### src/rtl/decode_pkg.sv
// Shared types for the RV32I/RV64I decode stage: opcodes, ALU/CU operation enums,
// funct constants and the decoded control bundle carried through the output queue.
package decode_pkg;

    typedef enum logic [6:0] {
        OPC_LUI    = 7'b0110111,
        OPC_AUIPC  = 7'b0010111,
        OPC_JAL    = 7'b1101111,
        OPC_JALR   = 7'b1100111,
        OPC_BRANCH = 7'b1100011,
        OPC_LOAD   = 7'b0000011,
        OPC_STORE  = 7'b0100011,
        OPC_OP_IMM = 7'b0010011,
        OPC_OP     = 7'b0110011
    } opcode_t;

    typedef enum logic [3:0] {
        ALU_ADD  = 4'd0,
        ALU_SUB  = 4'd1,
        ALU_OR   = 4'd2,
        ALU_XOR  = 4'd3,
        ALU_AND  = 4'd4,
        ALU_SLL  = 4'd5,
        ALU_SRA  = 4'd6,
        ALU_SLTU = 4'd7,
        ALU_SLT  = 4'd8,
        ALU_SRL  = 4'd9
    } alu_op_t;

    // M-extension entries sit after CU_ERROR so the base encoding never moves.
    typedef enum logic [5:0] {
        CU_LUI, CU_AUIPC, CU_JAL, CU_JALR,
        CU_BEQ, CU_BNE, CU_BLT, CU_BGE, CU_BLTU, CU_BGEU,
        CU_LB, CU_LH, CU_LW, CU_LD, CU_LBU, CU_LHU, CU_LWU,
        CU_SB, CU_SH, CU_SW, CU_SD,
        CU_ADDI, CU_SLTI, CU_SLTIU, CU_XORI, CU_ORI, CU_ANDI,
        CU_SLLI, CU_SRLI, CU_SRAI,
        CU_ADD, CU_SUB, CU_SLL, CU_SLT, CU_SLTU, CU_XOR,
        CU_SRL, CU_SRA, CU_OR, CU_AND,
        CU_ERROR,
        CU_MUL, CU_MULH, CU_MULHSU, CU_MULHU,
        CU_DIV, CU_DIVU, CU_REM, CU_REMU
    } cu_op_t;

    localparam logic [2:0] F3_ADD  = 3'b000;
    localparam logic [2:0] F3_SLL  = 3'b001;
    localparam logic [2:0] F3_SLT  = 3'b010;
    localparam logic [2:0] F3_SLTU = 3'b011;
    localparam logic [2:0] F3_XOR  = 3'b100;
    localparam logic [2:0] F3_SR   = 3'b101;
    localparam logic [2:0] F3_OR   = 3'b110;

    localparam logic [6:0] F7_ZERO   = 7'b0000000;
    localparam logic [6:0] F7_ALT    = 7'b0100000;
    localparam logic [6:0] F7_MULDIV = 7'b0000001;

    // pc/imm are sized for RV64; narrower builds use the low XLEN bits.
    typedef struct packed {
        logic [63:0] pc;
        logic [4:0]  rs1;
        logic [4:0]  rs2;
        logic [4:0]  rd;
        logic [63:0] imm;
        alu_op_t     alu_op;
        cu_op_t      cu_op;
        logic        reg_write;
        logic        mem_write;
        logic        mem_read;
        logic        alu_src;
        logic        illegal;
    } dec_bundle_t;

endpackage

### src/rtl/decode_core.sv
// Combinational RV32I/RV64I instruction decoder: instr + pc -> dec_bundle_t.
// Optional M-extension decode is enabled by defining DECODE_MEXT_EN.
module decode_core
    import decode_pkg::*;
#(
    parameter int XLEN = 32
) (
    input  logic [31:0]     instr,
    input  logic [XLEN-1:0] pc,
    output dec_bundle_t     bundle
);

    logic [2:0]  funct3_s;
    logic [6:0]  funct7_s;
    logic [6:0]  shift_hi_s;
    logic [63:0] imm_i_s, imm_s_s, imm_b_s, imm_u_s, imm_j_s, shamt_s;
    logic        illegal_s;
    dec_bundle_t dec_s;

    assign funct3_s = instr[14:12];
    assign funct7_s = instr[31:25];
    assign imm_i_s  = {{52{instr[31]}}, instr[31:20]};
    assign imm_s_s  = {{52{instr[31]}}, instr[31:25], instr[11:7]};
    assign imm_b_s  = {{52{instr[31]}}, instr[7], instr[30:25], instr[11:8], 1'b0};
    assign imm_u_s  = {{32{instr[31]}}, instr[31:12], 12'h000};
    assign imm_j_s  = {{44{instr[31]}}, instr[19:12], instr[20], instr[30:21], 1'b0};
    // RV64 uses instr[25] as shamt[5]; RV32 requires it to be zero via shift_hi_s.
    assign shamt_s    = (XLEN == 64) ? {58'd0, instr[25:20]} : {59'd0, instr[24:20]};
    assign shift_hi_s = (XLEN == 64) ? {instr[31:26], 1'b0} : instr[31:25];

    // Main decode: fills fields per opcode class and raises illegal_s on reserved encodings.
    always_comb begin
        dec_s        = '0;
        dec_s.pc     = 64'(pc);
        dec_s.alu_op = ALU_ADD;
        dec_s.cu_op  = CU_ERROR;
        illegal_s    = 1'b0;
        if (instr[1:0] != 2'b11) begin
            illegal_s = 1'b1;
        end else begin
            case (instr[6:0])
                OPC_LUI, OPC_AUIPC: begin
                    dec_s.rd        = instr[11:7];
                    dec_s.imm       = imm_u_s;
                    dec_s.reg_write = 1'b1;
                    dec_s.cu_op     = (instr[5] == 1'b1) ? CU_LUI : CU_AUIPC;
                end
                OPC_JAL: begin
                    dec_s.rd        = instr[11:7];
                    dec_s.imm       = imm_j_s;
                    dec_s.reg_write = 1'b1;
                    dec_s.cu_op     = CU_JAL;
                end
                OPC_JALR: begin
                    dec_s.rd        = instr[11:7];
                    dec_s.rs1       = instr[19:15];
                    dec_s.imm       = imm_i_s;
                    dec_s.reg_write = 1'b1;
                    dec_s.alu_src   = 1'b1;
                    dec_s.cu_op     = CU_JALR;
                end
                OPC_BRANCH: begin
                    dec_s.rs1    = instr[19:15];
                    dec_s.rs2    = instr[24:20];
                    dec_s.imm    = imm_b_s;
                    dec_s.alu_op = ALU_SUB;
                    case (funct3_s)
                        3'b000:  dec_s.cu_op = CU_BEQ;
                        3'b001:  dec_s.cu_op = CU_BNE;
                        3'b100:  dec_s.cu_op = CU_BLT;
                        3'b101:  dec_s.cu_op = CU_BGE;
                        3'b110:  dec_s.cu_op = CU_BLTU;
                        3'b111:  dec_s.cu_op = CU_BGEU;
                        default: illegal_s   = 1'b1;
                    endcase
                end
                OPC_LOAD: begin
                    dec_s.rd        = instr[11:7];
                    dec_s.rs1       = instr[19:15];
                    dec_s.imm       = imm_i_s;
                    dec_s.reg_write = 1'b1;
                    dec_s.mem_read  = 1'b1;
                    dec_s.alu_src   = 1'b1;
                    case (funct3_s)
                        3'b000:  dec_s.cu_op = CU_LB;
                        3'b001:  dec_s.cu_op = CU_LH;
                        3'b010:  dec_s.cu_op = CU_LW;
                        3'b100:  dec_s.cu_op = CU_LBU;
                        3'b101:  dec_s.cu_op = CU_LHU;
                        3'b011: begin
                            if (XLEN == 64) dec_s.cu_op = CU_LD;
                            else            illegal_s   = 1'b1;
                        end
                        3'b110: begin
                            if (XLEN == 64) dec_s.cu_op = CU_LWU;
                            else            illegal_s   = 1'b1;
                        end
                        default: illegal_s = 1'b1;
                    endcase
                end
                OPC_STORE: begin
                    dec_s.rs1       = instr[19:15];
                    dec_s.rs2       = instr[24:20];
                    dec_s.imm       = imm_s_s;
                    dec_s.mem_write = 1'b1;
                    dec_s.alu_src   = 1'b1;
                    case (funct3_s)
                        3'b000:  dec_s.cu_op = CU_SB;
                        3'b001:  dec_s.cu_op = CU_SH;
                        3'b010:  dec_s.cu_op = CU_SW;
                        3'b011: begin
                            if (XLEN == 64) dec_s.cu_op = CU_SD;
                            else            illegal_s   = 1'b1;
                        end
                        default: illegal_s = 1'b1;
                    endcase
                end
                OPC_OP_IMM: begin
                    dec_s.rd        = instr[11:7];
                    dec_s.rs1       = instr[19:15];
                    dec_s.imm       = imm_i_s;
                    dec_s.reg_write = 1'b1;
                    dec_s.alu_src   = 1'b1;
                    case (funct3_s)
                        F3_ADD:  begin dec_s.cu_op = CU_ADDI;  dec_s.alu_op = ALU_ADD;  end
                        F3_SLT:  begin dec_s.cu_op = CU_SLTI;  dec_s.alu_op = ALU_SLT;  end
                        F3_SLTU: begin dec_s.cu_op = CU_SLTIU; dec_s.alu_op = ALU_SLTU; end
                        F3_XOR:  begin dec_s.cu_op = CU_XORI;  dec_s.alu_op = ALU_XOR;  end
                        F3_OR:   begin dec_s.cu_op = CU_ORI;   dec_s.alu_op = ALU_OR;   end
                        F3_SLL: begin
                            dec_s.imm    = shamt_s;
                            dec_s.cu_op  = CU_SLLI;
                            dec_s.alu_op = ALU_SLL;
                            if (shift_hi_s != F7_ZERO) illegal_s = 1'b1;
                            else                       illegal_s = 1'b0;
                        end
                        F3_SR: begin
                            dec_s.imm    = shamt_s;
                            dec_s.cu_op  = (instr[30] == 1'b1) ? CU_SRAI : CU_SRLI;
                            dec_s.alu_op = (instr[30] == 1'b1) ? ALU_SRA : ALU_SRL;
                            if ((shift_hi_s & ~F7_ALT) != 7'b0000000) illegal_s = 1'b1;
                            else                                      illegal_s = 1'b0;
                        end
                        default: begin dec_s.cu_op = CU_ANDI; dec_s.alu_op = ALU_AND; end
                    endcase
                end
                OPC_OP: begin
                    dec_s.rd        = instr[11:7];
                    dec_s.rs1       = instr[19:15];
                    dec_s.rs2       = instr[24:20];
                    dec_s.reg_write = 1'b1;
                    case (funct7_s)
                        F7_ZERO: begin
                            case (funct3_s)
                                F3_ADD:  begin dec_s.cu_op = CU_ADD;  dec_s.alu_op = ALU_ADD;  end
                                F3_SLL:  begin dec_s.cu_op = CU_SLL;  dec_s.alu_op = ALU_SLL;  end
                                F3_SLT:  begin dec_s.cu_op = CU_SLT;  dec_s.alu_op = ALU_SLT;  end
                                F3_SLTU: begin dec_s.cu_op = CU_SLTU; dec_s.alu_op = ALU_SLTU; end
                                F3_XOR:  begin dec_s.cu_op = CU_XOR;  dec_s.alu_op = ALU_XOR;  end
                                F3_SR:   begin dec_s.cu_op = CU_SRL;  dec_s.alu_op = ALU_SRL;  end
                                F3_OR:   begin dec_s.cu_op = CU_OR;   dec_s.alu_op = ALU_OR;   end
                                default: begin dec_s.cu_op = CU_AND;  dec_s.alu_op = ALU_AND;  end
                            endcase
                        end
                        F7_ALT: begin
                            case (funct3_s)
                                F3_ADD:  begin dec_s.cu_op = CU_SUB; dec_s.alu_op = ALU_SUB; end
                                F3_SR:   begin dec_s.cu_op = CU_SRA; dec_s.alu_op = ALU_SRA; end
                                default: illegal_s = 1'b1;
                            endcase
                        end
`ifdef DECODE_MEXT_EN
                        F7_MULDIV: begin
                            case (funct3_s)
                                3'b000:  dec_s.cu_op = CU_MUL;
                                3'b001:  dec_s.cu_op = CU_MULH;
                                3'b010:  dec_s.cu_op = CU_MULHSU;
                                3'b011:  dec_s.cu_op = CU_MULHU;
                                3'b100:  dec_s.cu_op = CU_DIV;
                                3'b101:  dec_s.cu_op = CU_DIVU;
                                3'b110:  dec_s.cu_op = CU_REM;
                                default: dec_s.cu_op = CU_REMU;
                            endcase
                        end
`endif
                        default: illegal_s = 1'b1;
                    endcase
                end
                default: illegal_s = 1'b1;
            endcase
        end
    end

    // Illegal bundles keep only the PC so downstream can report the faulting address.
    always_comb begin
        if (illegal_s) begin
            bundle         = '0;
            bundle.pc      = 64'(pc);
            bundle.cu_op   = CU_ERROR;
            bundle.illegal = 1'b1;
        end else begin
            bundle = dec_s;
        end
    end

endmodule

### src/rtl/decode_stage.sv
// Decode stage: decode_core feeding a DEPTH-entry FIFO with valid/ready on both sides,
// flush, and a saturating illegal-instruction counter. M-extension via DECODE_MEXT_EN.
module decode_stage
    import decode_pkg::*;
#(
    parameter int XLEN  = 32,
    parameter int DEPTH = 2
) (
    input  logic            clk,
    input  logic            rst,
    input  logic            flush,
    input  logic            in_valid,
    output logic            in_ready,
    input  logic [31:0]     in_instr,
    input  logic [XLEN-1:0] in_pc,
    output logic            out_valid,
    input  logic            out_ready,
    output logic [XLEN-1:0] out_pc,
    output logic [4:0]      out_rs1,
    output logic [4:0]      out_rs2,
    output logic [4:0]      out_rd,
    output logic [XLEN-1:0] out_imm,
    output logic [3:0]      out_alu_op,
    output logic [5:0]      out_cu_op,
    output logic            out_reg_write,
    output logic            out_mem_write,
    output logic            out_mem_read,
    output logic            out_alu_src,
    output logic            out_illegal,
    output logic [15:0]     illegal_count
);

    localparam int PTR_W = (DEPTH > 1) ? $clog2(DEPTH) : 1;
    localparam int CNT_W = $clog2(DEPTH + 1);

    dec_bundle_t      core_bundle_s;
    dec_bundle_t      head_s;
    dec_bundle_t      out_bundle_s;
    dec_bundle_t      mem_r [DEPTH];
    logic [PTR_W-1:0] wr_ptr_r, rd_ptr_r;
    logic [CNT_W-1:0] count_r;
    logic [15:0]      illegal_count_r;
    logic             full_s, in_ready_s, out_valid_s, push_s, pop_s;

    function automatic logic [PTR_W-1:0] ptr_inc(input logic [PTR_W-1:0] ptr);
        return (ptr == PTR_W'(DEPTH - 1)) ? '0 : ptr + PTR_W'(1);
    endfunction

    decode_core #(.XLEN(XLEN)) u_core (
        .instr  (in_instr),
        .pc     (in_pc),
        .bundle (core_bundle_s)
    );

    // No pass-through: a full queue refuses input even while popping.
    assign full_s      = (count_r == CNT_W'(DEPTH));
    assign in_ready_s  = !full_s && !rst;
    assign out_valid_s = (count_r != '0) && !rst;
    assign push_s      = in_valid && in_ready_s;
    assign pop_s       = out_valid_s && out_ready;

    // Queue pointers and occupancy; rst outranks flush.
    always_ff @(posedge clk) begin
        if (rst) begin
            wr_ptr_r <= '0;
            rd_ptr_r <= '0;
            count_r  <= '0;
        end else if (flush) begin
            wr_ptr_r <= '0;
            rd_ptr_r <= '0;
            count_r  <= '0;
        end else begin
            if (push_s) wr_ptr_r <= ptr_inc(wr_ptr_r);
            if (pop_s)  rd_ptr_r <= ptr_inc(rd_ptr_r);
            case ({push_s, pop_s})
                2'b10:   count_r <= count_r + CNT_W'(1);
                2'b01:   count_r <= count_r - CNT_W'(1);
                default: count_r <= count_r;
            endcase
        end
    end

    // Queue storage write.
    always_ff @(posedge clk) begin
        if (push_s && !flush) mem_r[wr_ptr_r] <= core_bundle_s;
    end

    // Saturating count of illegal instructions actually enqueued.
    always_ff @(posedge clk) begin
        if (rst) begin
            illegal_count_r <= 16'h0000;
        end else if (push_s && !flush && core_bundle_s.illegal && (illegal_count_r != 16'hFFFF)) begin
            illegal_count_r <= illegal_count_r + 16'h0001;
        end
    end

    assign head_s       = mem_r[rd_ptr_r];
    assign out_bundle_s = rst ? dec_bundle_t'('0) : head_s;

    assign in_ready      = in_ready_s;
    assign out_valid     = out_valid_s;
    assign out_pc        = out_bundle_s.pc[XLEN-1:0];
    assign out_rs1       = out_bundle_s.rs1;
    assign out_rs2       = out_bundle_s.rs2;
    assign out_rd        = out_bundle_s.rd;
    assign out_imm       = out_bundle_s.imm[XLEN-1:0];
    assign out_alu_op    = out_bundle_s.alu_op;
    assign out_cu_op     = out_bundle_s.cu_op;
    assign out_reg_write = out_bundle_s.reg_write;
    assign out_mem_write = out_bundle_s.mem_write;
    assign out_mem_read  = out_bundle_s.mem_read;
    assign out_alu_src   = out_bundle_s.alu_src;
    assign out_illegal   = out_bundle_s.illegal;
    assign illegal_count = illegal_count_r;

    if (XLEN < 64) begin : g_narrow
        logic unused_hi_s;
        assign unused_hi_s = ^{out_bundle_s.pc[63:XLEN], out_bundle_s.imm[63:XLEN]};
    end

endmodule
### config.mk
export PLATFORM = sky130hd
export DESIGN_NAME = decode_stage
export DESIGN_NICKNAME = d
export VERILOG_FILES = /design/src/rtl/decode_pkg.sv /design/src/rtl/decode_core.sv /design/src/rtl/decode_stage.sv
export SDC_FILE = /design/constraint.sdc
export NUM_CORES = 1
export LEC_CHECK = 0
export CAP_MARGIN = 40
export CORE_UTILIZATION = 56
export DETAILED_ROUTE_END_ITERATION = 7
export PLACE_DENSITY = 0.89
export RECOVER_POWER = 50
export REMOVE_ABC_BUFFERS = 1
export SLEW_MARGIN = 20
export SYNTH_ARGS = -nofsm -noshare
export SYNTH_HDL_FRONTEND = slang
export SYNTH_SLANG_ARGS = --single-unit
### constraint.sdc
create_clock -name clk -period 10.7 [get_ports clk]
set_input_delay 1.605 -clock clk [delete_from_list [all_inputs] [get_ports clk]]
set_output_delay 1.605 -clock clk [all_outputs]
set_load 0.01 [all_outputs]
==> metrics <==
first-pass GRT wire length 32.8 mm; Ys Warns 0; clock latency on the worst-skew pair 0.50 ns; Die Area 17600 µm²; outcome finished with violations; end point of the critical path mem_r[0][37]; Fin Setup TNS 0 ns; IO buf count 180; failing checks max-capacitance violations, max-slew violations; Met2 Routed Length 10.8 mm; clock root buffer master clkbuf_16; CTS buffer count 22; Worst R2R End mem_r[0][37]; Avg Inst Size Synth 12.3 µm²; pre-CTS WS 5.64 ns; Worst Path Max Fanout 55; endpoints failing setup 0; Clk pin slew, worst setup/hold paths 0.06 ns; # hold bufs at CTS 0; Worst Setup SP rst; sequential share of the synthesized area 63.3%; vias 6688; number of global-route vias before repair 6352; drt wl/cell 18.1 µm; CP endpoint kind flip-flop; top_reg_cell synth edfxtp_1; All-Layer GR Usage 23.8%; # IOs 181; clk sinks 209; final slew viol count 145; final WL 21.3 mm; GP Congestion 0.910; area leader, netlist edfxtp_1; top cells by area, synth edfxtp_1 59%, mux2i_1 10%, nor2_1 5.1%; post-layout min period 6.45 ns; final setup skew 0.0140 ns; Final Hold Viols 0; antenna viol nets, final 0; CTS resizes 0; WS Path Type in -> reg; CTS tree done; Yosys reg bits 209; Starting Density 57.6%; top layer in use met4; startpoint types primary input; EDFF count, synth 188; number of antenna repair diodes 0; Site Rows 47; Synth top area share 58.9%; GRT Residual Overflow 0; Post-synth top cells 188 x edfxtp_1, 131 x nor2_1, 99 x mux2i_1, 41 x nand2_1, 38 x a21oi_1; Pwr Density 148 nW/µm²; post-detail-place hpwl 14.0 mm; Max-cap violations 3; DR iter-0 viols 554; largest net degree at the start of global routing 70; Area after DPL 11500 µm²; final worst slack 4.25 ns; postcts setup bufs 0; FF-to-FF path depth 5; Area Growth Syn to Fin 27.6%; Finished Cell Area 12200 µm²; Tcrit/Tclk final 60.3%; Synth Cell Area 9580 µm²; Leak 3.80 nW; Distinct cells, synth 67; Nets 1014; Worst Hold Class reg -> reg; Cells after Synth 777; RSZ-0062 raised after global routing no; height of the chip 133 µm; drt drc 0; Fmax 155 MHz; max_slew headroom -65.1%; FF-to-FF setup slack 6.10 ns; ys async rst share 0%; drt first pass iters 6; worst flop-to-flop path startpoint count_r[0]; Die X 133 µm; layout cells sized above 1 6.06%; CP required 10.83 ns; met3 WL 1.26 mm; vias per cell 5.68; wire length on met1 8.71 mm; Worst VDD drop 0.145 mV; clk buf depth 3; Arrival @ worst endpoint 6.58 ns; Final Util 73.4%; H-Tree Level Count 1; top-count cell post-synth edfxtp_1; worst-margin pin slew 2.48 ns; initial antenna violation count 0; Core Box Area 16600 µm²
[worst min path at each step]
stage / end / depth (start not counted) / from
6_report: illegal_count[11] / 2 / illegal_count[11]
5_1_grt: illegal_count[11] / 2 / illegal_count[11]
4_1_cts: illegal_count[10] / 2 / illegal_count[10]
3_5_place_dp: illegal_count[10] / 2 / illegal_count[10]
3_3_place_gp: illegal_count[10] / 2 / illegal_count[10]
2_1_floorplan: illegal_count[11] / 2 / illegal_count[11]
[through the flow]
stage	hold WS (ns)	instances	power (mW)
after floorplan	0.498	729	0.979
after global placement	0.478	1137	1.07
after detailed placement	0.482	1138	1.07
after CTS	0.497	1176	1.83
after global routing	0.517	1177	1.86
final	0.495	1177	1.81
[final cells by class]
type	count	area [µm²]
fill	1123	4420
timing repair buffer	190	1880
multi-input combinational	512	3240
clock buffer	26	587
sequential	209	6070
clock inverter	12	141
tap	220	275
inverter	8	30.0
[sequential cells by signal (all words and copies together) (netlist names), named ones only]
| register | cells |
|---|---|
| rd_ptr_r | 1 |
| wr_ptr_r | 1 |
| mem_r | 188 |
| count_r | 2 |
| illegal_count | 16 |
[power by group]
part           internal (mW)  switching (mW)  total (mW)  leakage, nW
logic                 0.0716          0.0758       0.147         1.76
registers              0.901         0.00486       0.906         1.70
clock network          0.463           0.294       0.757        0.344
[layer usage]
metal,GRT usage (%),up-vias
met4,7.02,0
met5,0,-
met2,41.2,247
li1,-,3207
met3,3.79,47
met1,30.8,3187
[cells in the final DEF (no fill, tap or decap), types with 9 or more instances in the layout]
master           count
a21o_1               9
a21oi_1             39
and2_1              23
clkbuf_16           23
clkdlybuf4s50_1    130
dfxtp_1             20
dlygate4sd3_1       49
edfxtp_1           188
mux2i_1             99
nand2_1             41
nand2b_1            10
nand3_1             12
nand4_1             15
nor2_1             131
nor2b_1              9
nor3_1              14
o21ai_0             15
[critical path: stages]
cell and delay, ns:
clkbuf_1 0.87, or4b_1 0.93, nor2_1 0.57, clkbuf_1 1.79, buf_4 0.74
[logic make-up (layout without fill, tap and decap cells)]
group | Yosys count | count (layout) | synth area share (%)
and+or+nand+nor | 292 | 292 | 14.9
DFF | 209 | 209 | 63.3
AOI/OAI and AO/OA | 109 | 109 | 7.38
muxes | 102 | 102 | 10.7
buffers and inverters | 56 | 236 | 2.73
xor gates and xnor gates | 6 | 6 | 0.549
adders and majority gates | 3 | 3 | 0.366
Note: power is estimated with default switching activity, not from simulation.
